<file path="config.mk">
export PLATFORM = sky130hd
export DESIGN_NAME = button_conditioner
export DESIGN_NICKNAME = d
export VERILOG_FILES = /design/src/rtl/button_conditioner.sv
export SDC_FILE = /design/constraint.sdc
export NUM_CORES = 1
export LEC_CHECK = 0
export BUFFER_PORTS_ARGS = -buffer_cell sky130_fd_sc_hd__buf_2
export CAP_MARGIN = 15
export CORE_MARGIN = 4
export CORE_UTILIZATION = 45
export CTS_BUF_LIST = sky130_fd_sc_hd__clkbuf_8
export DETAILED_ROUTE_END_ITERATION = 12
export PLACE_DENSITY = 0.68
export SLEW_MARGIN = 20
export SYNTH_ARGS = -nofsm -noshare
export SYNTH_HDL_FRONTEND = slang
export SYNTH_SLANG_ARGS = --single-unit
</file>
<file path="constraint.sdc">
create_clock -name clk -period 5.2 [get_ports clk]
set_input_delay 1.04 -clock clk [delete_from_list [all_inputs] [get_ports clk]]
set_output_delay 1.04 -clock clk [all_outputs]
set_load 0.03 [all_outputs]
</file>
<file path="src/rtl/button_conditioner.sv">
// ============================================================================
// Module   : button_conditioner
// Purpose  : Synchronise and debounce four active-low buttons, then emit
//            single-button press events and flag multi-button presses.
// Revision : 1.0 - initial release
// ============================================================================
`default_nettype none

module button_conditioner #(
  parameter int DEBOUNCE_CYCLES = 500000,
  parameter int CNT_W           = 19
) (
  input  logic       clk,
  input  logic       rst_n,
  input  logic [3:0] btn_n,
  output logic [3:0] s_n,
  output logic       press,
  output logic [1:0] key,
  output logic       multi,
  output logic       idle
);

  localparam logic [CNT_W-1:0] C_CNT_MAX = CNT_W'(DEBOUNCE_CYCLES - 1);

  typedef enum logic [1:0] {
    S_IDLE = 2'd0,
    S_HELD = 2'd1,
    S_LOCK = 2'd2
  } state_t;

  logic [3:0] sync1_q;
  logic [3:0] sync2_q;
  logic [3:0] db_q;
  logic [3:0] db_d;
  logic [3:0] db_dly_q;
  logic [3:0] fall;
  logic [2:0] n_fall;
  logic [2:0] n_down;
  logic [1:0] fall_idx;

  state_t     state_q;
  state_t     state_d;
  logic       press_q;
  logic       press_d;
  logic       multi_q;
  logic       multi_d;
  logic [1:0] key_q;
  logic [1:0] key_d;

  function automatic logic [2:0] popcount4(input logic [3:0] v);
    logic [2:0] sum;
    sum = 3'd0;
    for (int j = 0; j < 4; j++) begin
      sum = sum + {2'b00, v[j]};
    end
    return sum;
  endfunction

  // Both synchroniser stages idle at 1 so reset looks like "all released".
  always_ff @(posedge clk or negedge rst_n) begin
    if (!rst_n) begin
      sync1_q <= 4'hF;
      sync2_q <= 4'hF;
    end else begin
      sync1_q <= btn_n;
      sync2_q <= sync1_q;
    end
  end

  for (genvar i = 0; i < 4; i++) begin : g_debounce
    logic [CNT_W-1:0] cnt_q;
    logic [CNT_W-1:0] cnt_d;
    logic             bit_d;

    // Any return to the stable level before the count completes restarts it.
    always_comb begin
      cnt_d = cnt_q;
      bit_d = db_q[i];
      if (sync2_q[i] == db_q[i]) begin
        cnt_d = '0;
      end else if (cnt_q == C_CNT_MAX) begin
        bit_d = sync2_q[i];
        cnt_d = '0;
      end else begin
        cnt_d = cnt_q + 1'b1;
      end
    end

    always_ff @(posedge clk or negedge rst_n) begin
      if (!rst_n) begin
        cnt_q <= '0;
      end else begin
        cnt_q <= cnt_d;
      end
    end

    assign db_d[i] = bit_d;
  end

  always_ff @(posedge clk or negedge rst_n) begin
    if (!rst_n) begin
      db_q     <= 4'hF;
      db_dly_q <= 4'hF;
    end else begin
      db_q     <= db_d;
      db_dly_q <= db_q;
    end
  end

  assign fall   = db_dly_q & ~db_q;
  assign n_fall = popcount4(fall);
  assign n_down = popcount4(~db_q);

  always_comb begin
    fall_idx = 2'd0;
    for (int j = 0; j < 4; j++) begin
      if (fall[j]) begin
        fall_idx = 2'(j);
      end
    end
  end

  always_comb begin
    state_d = state_q;
    press_d = 1'b0;
    multi_d = 1'b0;
    key_d   = key_q;
    case (state_q)
      S_IDLE: begin
        // Two or more down at once (including same-edge falls) is never a guess.
        if (n_down >= 3'd2) begin
          multi_d = 1'b1;
          state_d = S_LOCK;
        end else if (n_fall == 3'd1 && n_down == 3'd1) begin
          press_d = 1'b1;
          key_d   = fall_idx;
          state_d = S_HELD;
        end
      end
      S_HELD: begin
        if (|fall) begin
          multi_d = 1'b1;
          state_d = S_LOCK;
        end else if (&db_q) begin
          state_d = S_IDLE;
        end
      end
      S_LOCK: begin
        if (&db_q) begin
          state_d = S_IDLE;
        end
      end
      default: begin
        state_d = S_IDLE;
      end
    endcase
  end

  always_ff @(posedge clk or negedge rst_n) begin
    if (!rst_n) begin
      state_q <= S_IDLE;
      press_q <= 1'b0;
      multi_q <= 1'b0;
      key_q   <= 2'd0;
    end else begin
      state_q <= state_d;
      press_q <= press_d;
      multi_q <= multi_d;
      key_q   <= key_d;
    end
  end

  assign s_n   = db_q;
  assign press = press_q;
  assign multi = multi_q;
  assign key   = key_q;
  assign idle  = (state_q == S_IDLE);

endmodule

`default_nettype wire

</file>
==> results of run 1 <==
## registers in the layout (all words and copies together) (netlist names)
signal            count
state_q               2
g_debounce.cnt_q     76
sync2_q               4
multi                 1
key                   2
press                 1
sync1_q               4
s_n                   4
db_dly_q              4
## power breakdown
part           leakage, uW  internal [uW]  switching, uW
Sequential         0.00130            775           9.91
Clock            0.0000847            187            261
Combinational     0.000704           11.6           31.5
## worst max-delay path by stage
stage                                    end  cells past startpoint          startpoint  slack (ps)
after floorplan           key[0]$_DFFE_PN0P_                      9  s_n[0]$_DFFE_PN1P_        2260
after global placement    key[0]$_DFFE_PN0P_                      9  s_n[0]$_DFFE_PN1P_        2270
after detailed placement  key[0]$_DFFE_PN0P_                      9  s_n[0]$_DFFE_PN1P_        2150
after CTS                 key[1]$_DFFE_PN0P_                      9  s_n[0]$_DFFE_PN1P_        2140
after global routing      key[0]$_DFFE_PN0P_                      9  s_n[0]$_DFFE_PN1P_        1970
final                     key[0]$_DFFE_PN0P_                      9  s_n[0]$_DFFE_PN1P_        2160
## kinds of logic (layout without fill, tap and decap cells)
group	after synthesis	count (layout)	synth area share, %
and+or+nand+nor	225	225	24.67
DFF	98	98	51.74
muxes	7	7	1.623
adders and majority gates	13	13	3.718
xor gates and xnor gates	52	52	9.531
buffers and inverters	33	51	2.854
AOI/OAI and AO/OA	48	48	5.866
## layer usage
metal  vias up  wire (um)
met5         -          0
met4         0        110
met3        10        194
met2        34       4154
met1      1659       3886
li1       1686          -
## metrics by stage
stage / setup WS, ps / hold slack (ps) / instances
after floorplan: 2261 / 345.2 / 476
after global routing: 1973 / 373.0 / 630
final: 2162 / 362.7 / 630
after CTS: 2140 / 364.5 / 630
after detailed placement: 2148 / 351.0 / 614
after global placement: 2269 / 346.1 / 614
## placed cells by master, fill, tap and decap left out, types with 4 or more instances in the layout
cell	instances
dfrtp_1	82
nor3_1	11
nor2_1	66
ha_1	11
nand3_1	23
inv_1	18
o21ai_0	14
buf_2	13
clkbuf_8	10
a21oi_1	21
mux2_2	6
or3_1	10
o31ai_1	7
nor4_1	15
nand4_1	25
nand2_1	30
xnor2_1	32
buf_4	4
xor2_1	20
or4_1	9
and4_1	4
dfstp_2	16
or2_2	9
and2_1	4
## cell type report
| type | count | area [sq um] | share of cell area (%) |
|---|---|---|---|
| Clock buffer | 10 | 137.6 | 2.671 |
| Clock inverter | 6 | 41.29 | 0.8012 |
| Inverter | 18 | 67.56 | 1.311 |
| Multi-Input combinational cell | 345 | 2170 | 42.10 |
| Sequential cell | 98 | 2472 | 47.97 |
| Tap cell | 136 | 170.2 | 3.302 |
| Timing Repair Buffer | 17 | 95.09 | 1.845 |
## worst max-delay path: cells and delay by family (launching register included)
family	cells	cell delay (ps)
fa+ha+maj	3	970
simple gates	4	910
mux	1	380
buf+inv	1	70
flops	1	610
==> flow_summary_export.csv, run 1 <==
group,metric,value,unit
status,outcome,"complete, no violations",
sta,slew_violations,0,
clock_network,cts_tree,"built",
layout,final_core_util,49.92,%
synth,yosys_warnings,0,
clock_network,root_buffer,"clkbuf_8",
sta,fin_skew,12.09,ps
synth,synth_ff_type,"dfrtp_1",
floorplan,io_pins,15,
sta,worst_pin_slew,723.2,ps
clock_network,post_cts_buffers,0,
pwr,power.leakage,0.002086,uW
sta,fin_setup_tns,0,ps
global_routing,grt_pass1_wl,15060,um
critical_path,path_class,"reg2reg",
sta,hold_viol,0,
sta,post-route-period-util,58.42,%
critical_path,crit_path_end_kind,"flop",
critical_path,r2r_end,"key[0]$_DFFE_PN0P_",
layout,n_antenna_cell,0,
synth,synth_commonest_cells,"dfrtp_1, nor2_1, xnor2_1",
place,place.gp.congestion,0.8282,
global_routing,gr-usage-met1,17.89,%
global_routing,grt_max_degree,55,
critical_path,crit_path_frequent_cell,"ha_1",
pwr,finalPower,1276,uW
detailed_routing,first_pass_iters,4,
detailed_routing,via_count,3389,
layout,layout-drive-gt1-share,14.57,%
worst_hold_path,hold_path_end,"sync2_q[2]$_DFF_PN1_",
synth,avgSynthCellArea,10.04,sq um
clock_network,cts_buffers,9,
critical_path,reg2reg_slack,2160,ps
place,io_buffers,14,
layout,final_nets,508,
layout,nFillCells,954,
clock_network,cts_num_sinks,98,
critical_path,crit_required,5440,ps
global_routing,grt-busiest-layer,"met2",
global_routing,grt_usage,14.46,%
detailed_routing,via_per_inst,5.379,
floorplan,die_x,111.0,um
sta,fmax,0.3292,GHz
critical_path,arrival,3280,ps
critical_path,r2r-start,"s_n[0]$_DFFE_PN1P_",
worst_hold_path,hp-class,"reg2reg",
floorplan,start_util,46.29,%
floorplan,core-area,0.01032,sq mm
clock_network,holdBufCountCts,0,
global_routing,grt_pass1_vias,3356,
worst_hold_path,hold_start,"sync1_q[2]$_DFF_PN1_",
sta,rsz0062_at_grt,"false",
sta,setup_viol,0,
worst_hold_path,hold_depth,0,
synth,ys_top_cells_by_area,"dfrtp_1, dfstp_2, xnor2_1",
global_routing,grt_use_met3,3.111,%
synth,syn-num-nets,495,
clock_network,cts.repair.resized,0,
synth,synth_cells,476,
floorplan,dieArea,0.01233,sq mm
floorplan,rows,37,
synth,synth_area,0.004778,sq mm
synth,ys_seq_area_share,51.74,%
critical_path,r2r_cells,9,
critical_path,worst-path-max-fanout,7,
pwr,peakVddDrop,0.1368,mV
synth,synth_edf_count,0,
sta,min_period,3038,ps
detailed_routing,routed_wl,8347,um
global_routing,antenna_found_initial,0,
detailed_routing,postRouteAntennaNets,0,
synth,synth_cell_type_count,42,
global_routing,grt-ovfl-total,0,
layout,final_cell_area,0.005154,sq mm
critical_path,worstSetupStartpointType,"flop",
detailed_routing,drc,0,
clock_network,clockBufferDepth,2,
clock_network,worstSkewPairLatency,360,ps
synth,async_flop_share,100.0,%
place,place_hpwl,5815,um
clock_network,h-tree-depth,3,
synth,yosysTopAreaCell,"dfrtp_1",
synth,yosysMostFrequentCell,"dfrtp_1",
global_routing,met2_usage,25.20,%
floorplan,die_h,111.0,um
place,dpl_cell_area,0.004975,sq mm
critical_path,slowest_delay,610,ps
run,maxCapViolCount,0,
critical_path,crit_chain,"nand2b_1 > inv_1 > fa_1 > ha_1 > ha_1 > nor4_1 > nand4_1 > nor3_1 > mux2_2",
synth,ys_seq_elements,98,
synth,synth.top_cell.area_share,42.94,%
layout,synthToLayoutAreaGrowth,7.855,%
pwr,p_per_area,247.5,mW/mm^2
detailed_routing,wire_per_inst,13.25,um
critical_path,cpMaxStageDelayCell,"dfstp_2",
detailed_routing,drt_iter0_markers,111,
sta,slew-limit-headroom,51.78,%
clock_network,clk_pin_slew,90,ps
No activity file was read; power rests on OpenSTA's default activity.
==> inputs of run 2 (changes only) <==
- ABC_AREA: unset -> 1
- PLACE_DENSITY: 0.68 -> 0.7
- clock period: 5.2 -> 2.75 ns (I/O delays scaled with it)
==> flow_summary_export.csv, run 2 <==
group,metric,value,unit
status,outcome,"complete, no violations",
sta,fin_hold_ws,171.5,ps
synth,async_flop_share,100.0,%
clock_network,clockBufferDepth,2,
detailed_routing,drt_iter0_markers,213,
layout,nFillCells,1093,
critical_path,crit_required,3030,ps
detailed_routing,postRouteAntennaNets,0,
synth,synth_cells,689,
floorplan,die_h,116.7,um
sta,min_period,2440,ps
pwr,p_per_area,448.2,mW/mm^2
synth,yosys_warnings,0,
detailed_routing,via_count,4251,
synth,synth_cell_type_count,26,
floorplan,start_util,46.36,%
layout,final_core_util,50.63,%
floorplan,die_x,116.7,um
synth,avgSynthCellArea,7.716,sq um
place,io_buffers,14,
critical_path,crit_path_end_kind,"flop",
global_routing,grt_max_degree,54,
critical_path,worstSetupStartpointType,"flop",
clock_network,worstSkewPairLatency,350,ps
floorplan,dieArea,0.01362,sq mm
layout,final_cell_area,0.005806,sq mm
clock_network,cts_buffers,9,
global_routing,antenna_found_initial,0,
layout,layout-drive-gt1-share,11.81,%
place,dpl_cell_area,0.005588,sq mm
sta,fmax,0.4098,GHz
sta,fin_ws,310.0,ps
sta,rsz0062_at_grt,"false",
clock_network,cts_num_sinks,98,
clock_network,root_buffer,"clkbuf_8",
pwr,power.leakage,0.002539,uW
layout,n_antenna_cell,0,
synth,synth_commonest_cells,"nor2_1, nand2_1, dfrtp_1",
synth,syn-num-nets,708,
synth,synth_ff_type,"dfrtp_1",
sta,slew_violations,0,
global_routing,grt_pass1_wl,18200,um
place,place_hpwl,7677,um
synth,synth_edf_count,0,
detailed_routing,via_per_inst,4.926,
critical_path,arrival,2720,ps
layout,top_register,"g_debounce.cnt_q",
sta,slew-limit-headroom,60.97,%
place,pre_cts_slack,330.6,ps
synth,synth.top_cell.area_share,38.60,%
sta,fin_setup_tns,0,ps
sta,worst_pin_slew,585.5,ps
sta,setup_viol,0,
clock_network,post_cts_buffers,0,
detailed_routing,routed_wl,10230,um
pwr,peakVddDrop,0.2541,mV
critical_path,reg2reg_slack,310,ps
synth,yosysTopAreaCell,"dfrtp_1",
global_routing,grt_usage,16.54,%
floorplan,io_pins,15,
detailed_routing,drc,0,
place,place.gp.congestion,0.8719,
synth,yosysMostFrequentCell,"nor2_1",
clock_network,cts.repair.resized,0,
detailed_routing,first_pass_iters,4,
synth,ys_top_cells_by_area,"dfrtp_1, nor2_1, nand2_1",
sta,hold_viol,0,
sta,fin_skew,10.10,ps
layout,largest_reg_flops,76,
clock_network,cts_tree,"built",
synth,synth_area,0.005316,sq mm
layout,final_cell_mix,"nor2_1, nand2_1, dfrtp_1, inv_1, nand3_1",
layout,final_nets,734,
critical_path,worst-path-max-fanout,7,
detailed_routing,wire_per_inst,11.85,um
worst_hold_path,hp-class,"in2async",
global_routing,grt-ovfl-total,0,
run,maxCapViolCount,0,
floorplan,rows,39,
critical_path,path_class,"reg2reg",
global_routing,grt_pass1_vias,4092,
clock_network,clk_pin_slew,100,ps
layout,seq_area,0.002472,sq mm
layout,synthToLayoutAreaGrowth,9.202,%
layout,final_common_cell,"nor2_1",
sta,post-route-period-util,88.73,%
layout,multiInputGateArea,0.002547,sq mm
clock_network,h-tree-depth,3,
synth,ys_seq_area_share,46.51,%
floorplan,core-area,0.01147,sq mm
synth,ys_seq_elements,98,
clock_network,holdBufCountCts,0,
## run 2: cell types whose count changed after synthesis, sizes merged, moves of 10 or more
cell	previous run	this run
clkbuf	10	0
inv	18	79
nand2	30	167
nand3	24	38
nand4	25	8
nor2	66	202
nor4	15	0
or3	13	0
or4	10	0
xnor2	32	11
## run 2: final timing paths
| kind | from | endpoint | cells after the start |
|---|---|---|---|
| max in group asynchronous | rst_n | sync1_q[0]$_DFF_PN1_ | 2 |
| hold reg to reg | sync1_q[2]$_DFF_PN1_ | sync2_q[2]$_DFF_PN1_ | 0 |
| min in group clk | btn_n[3] | sync1_q[3]$_DFF_PN1_ | 1 |
| setup / recovery | s_n[0]$_DFFE_PN1P_ | key[0]$_DFFE_PN0P_ | 9 |
| setup reg to reg | s_n[0]$_DFFE_PN1P_ | key[0]$_DFFE_PN0P_ | 9 |
| hold / removal | rst_n | g_debounce[3].cnt_q[15]$_DFF_PN0_ | 1 |
## run 2: area by class of cell
type | instances | share of cell area, %
clock buffer | 9 | 2.134
clock inverter | 7 | 1.616
inverter | 79 | 5.108
multi-input combinational | 512 | 43.88
sequential | 98 | 42.59
tap | 143 | 3.082
timing repair buffer | 15 | 1.595
## run 2: logic make-up after synthesis
group / Yosys count / synth area share [%]
flip-flops: 98 / 46.51
AND/OR/NAND/NOR: 433 / 34.88
AO/OA/AOI/OAI: 28 / 3.012
buffers and inverters: 79 / 5.578
adder cells (fa/ha/maj): 13 / 3.342
XOR/XNOR: 38 / 6.684
## run 2: critical path, stage by stage, from the launching register on
cell,delay [ps]
dfstp_2,630
nor2_1,110
fa_1,500
ha_1,220
ha_1,270
nor2_1,100
nand4_1,130
nor2_1,230
nor2_1,70
a21oi_1,120
## run 2: power breakdown
part | total (uW) | switching, uW | internal (uW) | leakage (uW)
sequential | 1480 | 16.6 | 1470 | 0.00130
combinational | 95.6 | 68.1 | 27.4 | 0.00113
clock | 1020 | 510 | 515 | 0.000111
## run 2: per-layer routing
layer  share of wire [%]  wire length (um)  GRT usage, %  vias up
li1                    -                 -             -     2172
met1                  49              5017         22.31     2002
met2                  47              4786         27.23       68
met3                 3.3               333         3.472        9
met4                0.86                88         4.358        0
met5                   0                 0             0        -
## run 2: per-stage QoR
step                      total power, uW  instances
after global routing                 2705        863
after CTS                            2635        863
after global placement               1605        847
final                                2602        863
after floorplan                      1556        689
after detailed placement             1609        847
==> inputs of run 3 (changes only) <==
- CORE_UTILIZATION: 45 -> 25
- PLACE_DENSITY: 0.7 -> 0.47
==> flow_summary_export.csv, run 3 (synthesis gave the netlist of run 2 again) <==
group,metric,value,unit
status,outcome,"complete, no violations",
sta,slew-limit-headroom,63.56,%
global_routing,antenna_found_initial,0,
layout,nFillCells,2324,
sta,post-route-period-util,86.27,%
worst_hold_path,hp-class,"in2async",
sta,rsz0062_at_grt,"false",
global_routing,grt-ovfl-total,0,
pwr,peakVddDrop,0.1887,mV
pwr,power.switching,640.8,uW
clock_network,clk_pin_slew,110,ps
pwr,p_per_area,418.7,mW/mm^2
place,io_buffers,14,
pwr,pwr-share-comb,4.0,%
sta,hold_viol,0,
layout,layout-drive-gt1-share,12.17,%
clock_network,cts_tree,"built",
sta,setup_viol,0,
global_routing,grt_max_degree,43,
sta,slew_violations,0,
layout,largest_reg_flops,76,
layout,seq_area,0.002472,sq mm
sta,fin_setup_tns,0,ps
sta,fmax,0.4215,GHz
global_routing,grt_pass1_wl,20090,um
pwr,power.leakage,0.002537,uW
clock_network,cts_num_sinks,98,
place,place.gp.congestion,0.8108,
pwr,p_int,1853,uW
layout,final_core_util,28.42,%
clock_network,cts.repair.resized,0,
clock_network,holdBufCountCts,0,
detailed_routing,wire_per_inst,11.46,um
layout,n_antenna_cell,0,
floorplan,rows,53,
detailed_routing,via_count,4138,
detailed_routing,postRouteAntennaNets,0,
sta,min_period,2372,ps
critical_path,crit_path_frequent_cell,"nor2_1",
floorplan,die_x,153.8,um
layout,top_register,"g_debounce.cnt_q",
sta,worst_pin_slew,546.6,ps
floorplan,core-area,0.02096,sq mm
detailed_routing,drt_iter0_markers,274,
layout,synthToLayoutAreaGrowth,12.03,%
clock_network,root_buffer,"clkbuf_8",
floorplan,start_util,25.37,%
critical_path,worst-path-max-fanout,7,
detailed_routing,via_per_inst,4.146,
pwr,swShare,25.70,%
layout,final_common_cell,"nor2_1",
floorplan,dieArea,0.02366,sq mm
clock_network,h-tree-depth,3,
floorplan,die_h,153.8,um
floorplan,io_pins,15,
layout,final_nets,737,
detailed_routing,drc,0,
critical_path,cpMaxStageDelayCell,"dfstp_2",
clock_network,clockBufferDepth,2,
pwr,clockPowerShare,36.6,%
critical_path,worstSetupStartpointType,"flop",
critical_path,path_class,"reg2reg",
critical_path,crit_required,3060,ps
clock_network,post_cts_buffers,0,
clock_network,worstSkewPairLatency,390,ps
place,place_hpwl,8698,um
clock_network,cts_buffers,9,
layout,final_cell_mix,"nor2_1, nand2_1, dfrtp_1, inv_1, nand3_1",
run,maxCapViolCount,0,
critical_path,crit_path_end_kind,"flop",
global_routing,grt_pass1_vias,4060,
critical_path,slowest_delay,630,ps
global_routing,grt_usage,10.25,%
pwr,sequentialPowerShare,59.4,%
critical_path,arrival,2680,ps
detailed_routing,first_pass_iters,4,
layout,multiInputGateArea,0.002547,sq mm
critical_path,crit_chain,"nor2_1 > fa_1 > ha_1 > ha_1 > nor2_1 > nand4_1 > nor2_1 > nor2_1 > a21oi_1",
detailed_routing,routed_wl,11430,um
sta,fin_skew,17.00,ps
run 3: cell types whose count changed in the layout (fill, tap and decap cells not counted), sizes merged:
cell	delta
buf	+3
bufinv	-2
clkbuf	+1
clkinv	+1
run 3: worst paths after layout:
kind | cells after the start | end | slack (ps) | startpoint
worst max-delay path | 9 | key[0]$_DFFE_PN0P_ | 380 | s_n[1]$_DFFE_PN1P_
worst min-delay path | 1 | g_debounce[3].cnt_q[15]$_DFF_PN0_ | 120 | rst_n
worst max register to register | 9 | key[0]$_DFFE_PN0P_ | 380 | s_n[1]$_DFFE_PN1P_
worst min register to register | 0 | sync2_q[0]$_DFF_PN1_ | 360 | sync1_q[0]$_DFF_PN1_
max in group asynchronous | 2 | sync1_q[3]$_DFF_PN1_ | 1880 | rst_n
min in group clk | 1 | sync1_q[3]$_DFF_PN1_ | 240 | btn_n[3]
run 3: final cells by class:
type | count | share of cell area (%)
multi-input combinational | 512 | 42.77
sequential | 98 | 41.51
tap | 275 | 5.777
inverter | 79 | 4.979
clock buffer | 10 | 2.311
timing repair buffer | 18 | 1.933
clock inverter | 6 | 0.7143
run 3: per-stage QoR:
step           hold slack (ps)  instances  worst slack, ps  instance area [sq um]  power, uW
6_report                 123.2        998            377.6                   5956       2494
5_1_grt                  151.6        998            163.5                   5956       2626
4_1_cts                  133.5        998            348.6                   5956       2550
3_5_place_dp             346.8        982            349.3                   5776       1615
3_3_place_gp             346.3        982            437.2                   5776       1615
2_1_floorplan            254.4        689            391.5                   5316       1556
run 3: power groups by stage:
stage	combinational, uW	sequential [uW]	clock [uW]
detailed placement	106	1510	0
global placement	106	1510	0
global route	121	1490	1020
CTS	106	1480	961
floorplan	49.7	1510	0
finish	99.9	1480	912
run 3: critical path: cells and delay by family (launching register included):
family | cells | cell delay [ps]
AND/OR/NAND/NOR | 5 | 630
flip-flops | 1 | 630
AO/OA/AOI/OAI | 1 | 100
adder cells (fa/ha/maj) | 3 | 940
run 3: layer usage:
metal / global-route usage [%] / share of wire [%] / vias to the layer above
li1: - / - / 2182
met2: 15.08 / 43 / 55
met3: 1.661 / 2.4 / 11
met4: 4.037 / 1.5 / 0
met1: 15.01 / 53 / 1890
met5: 0 / 0 / -
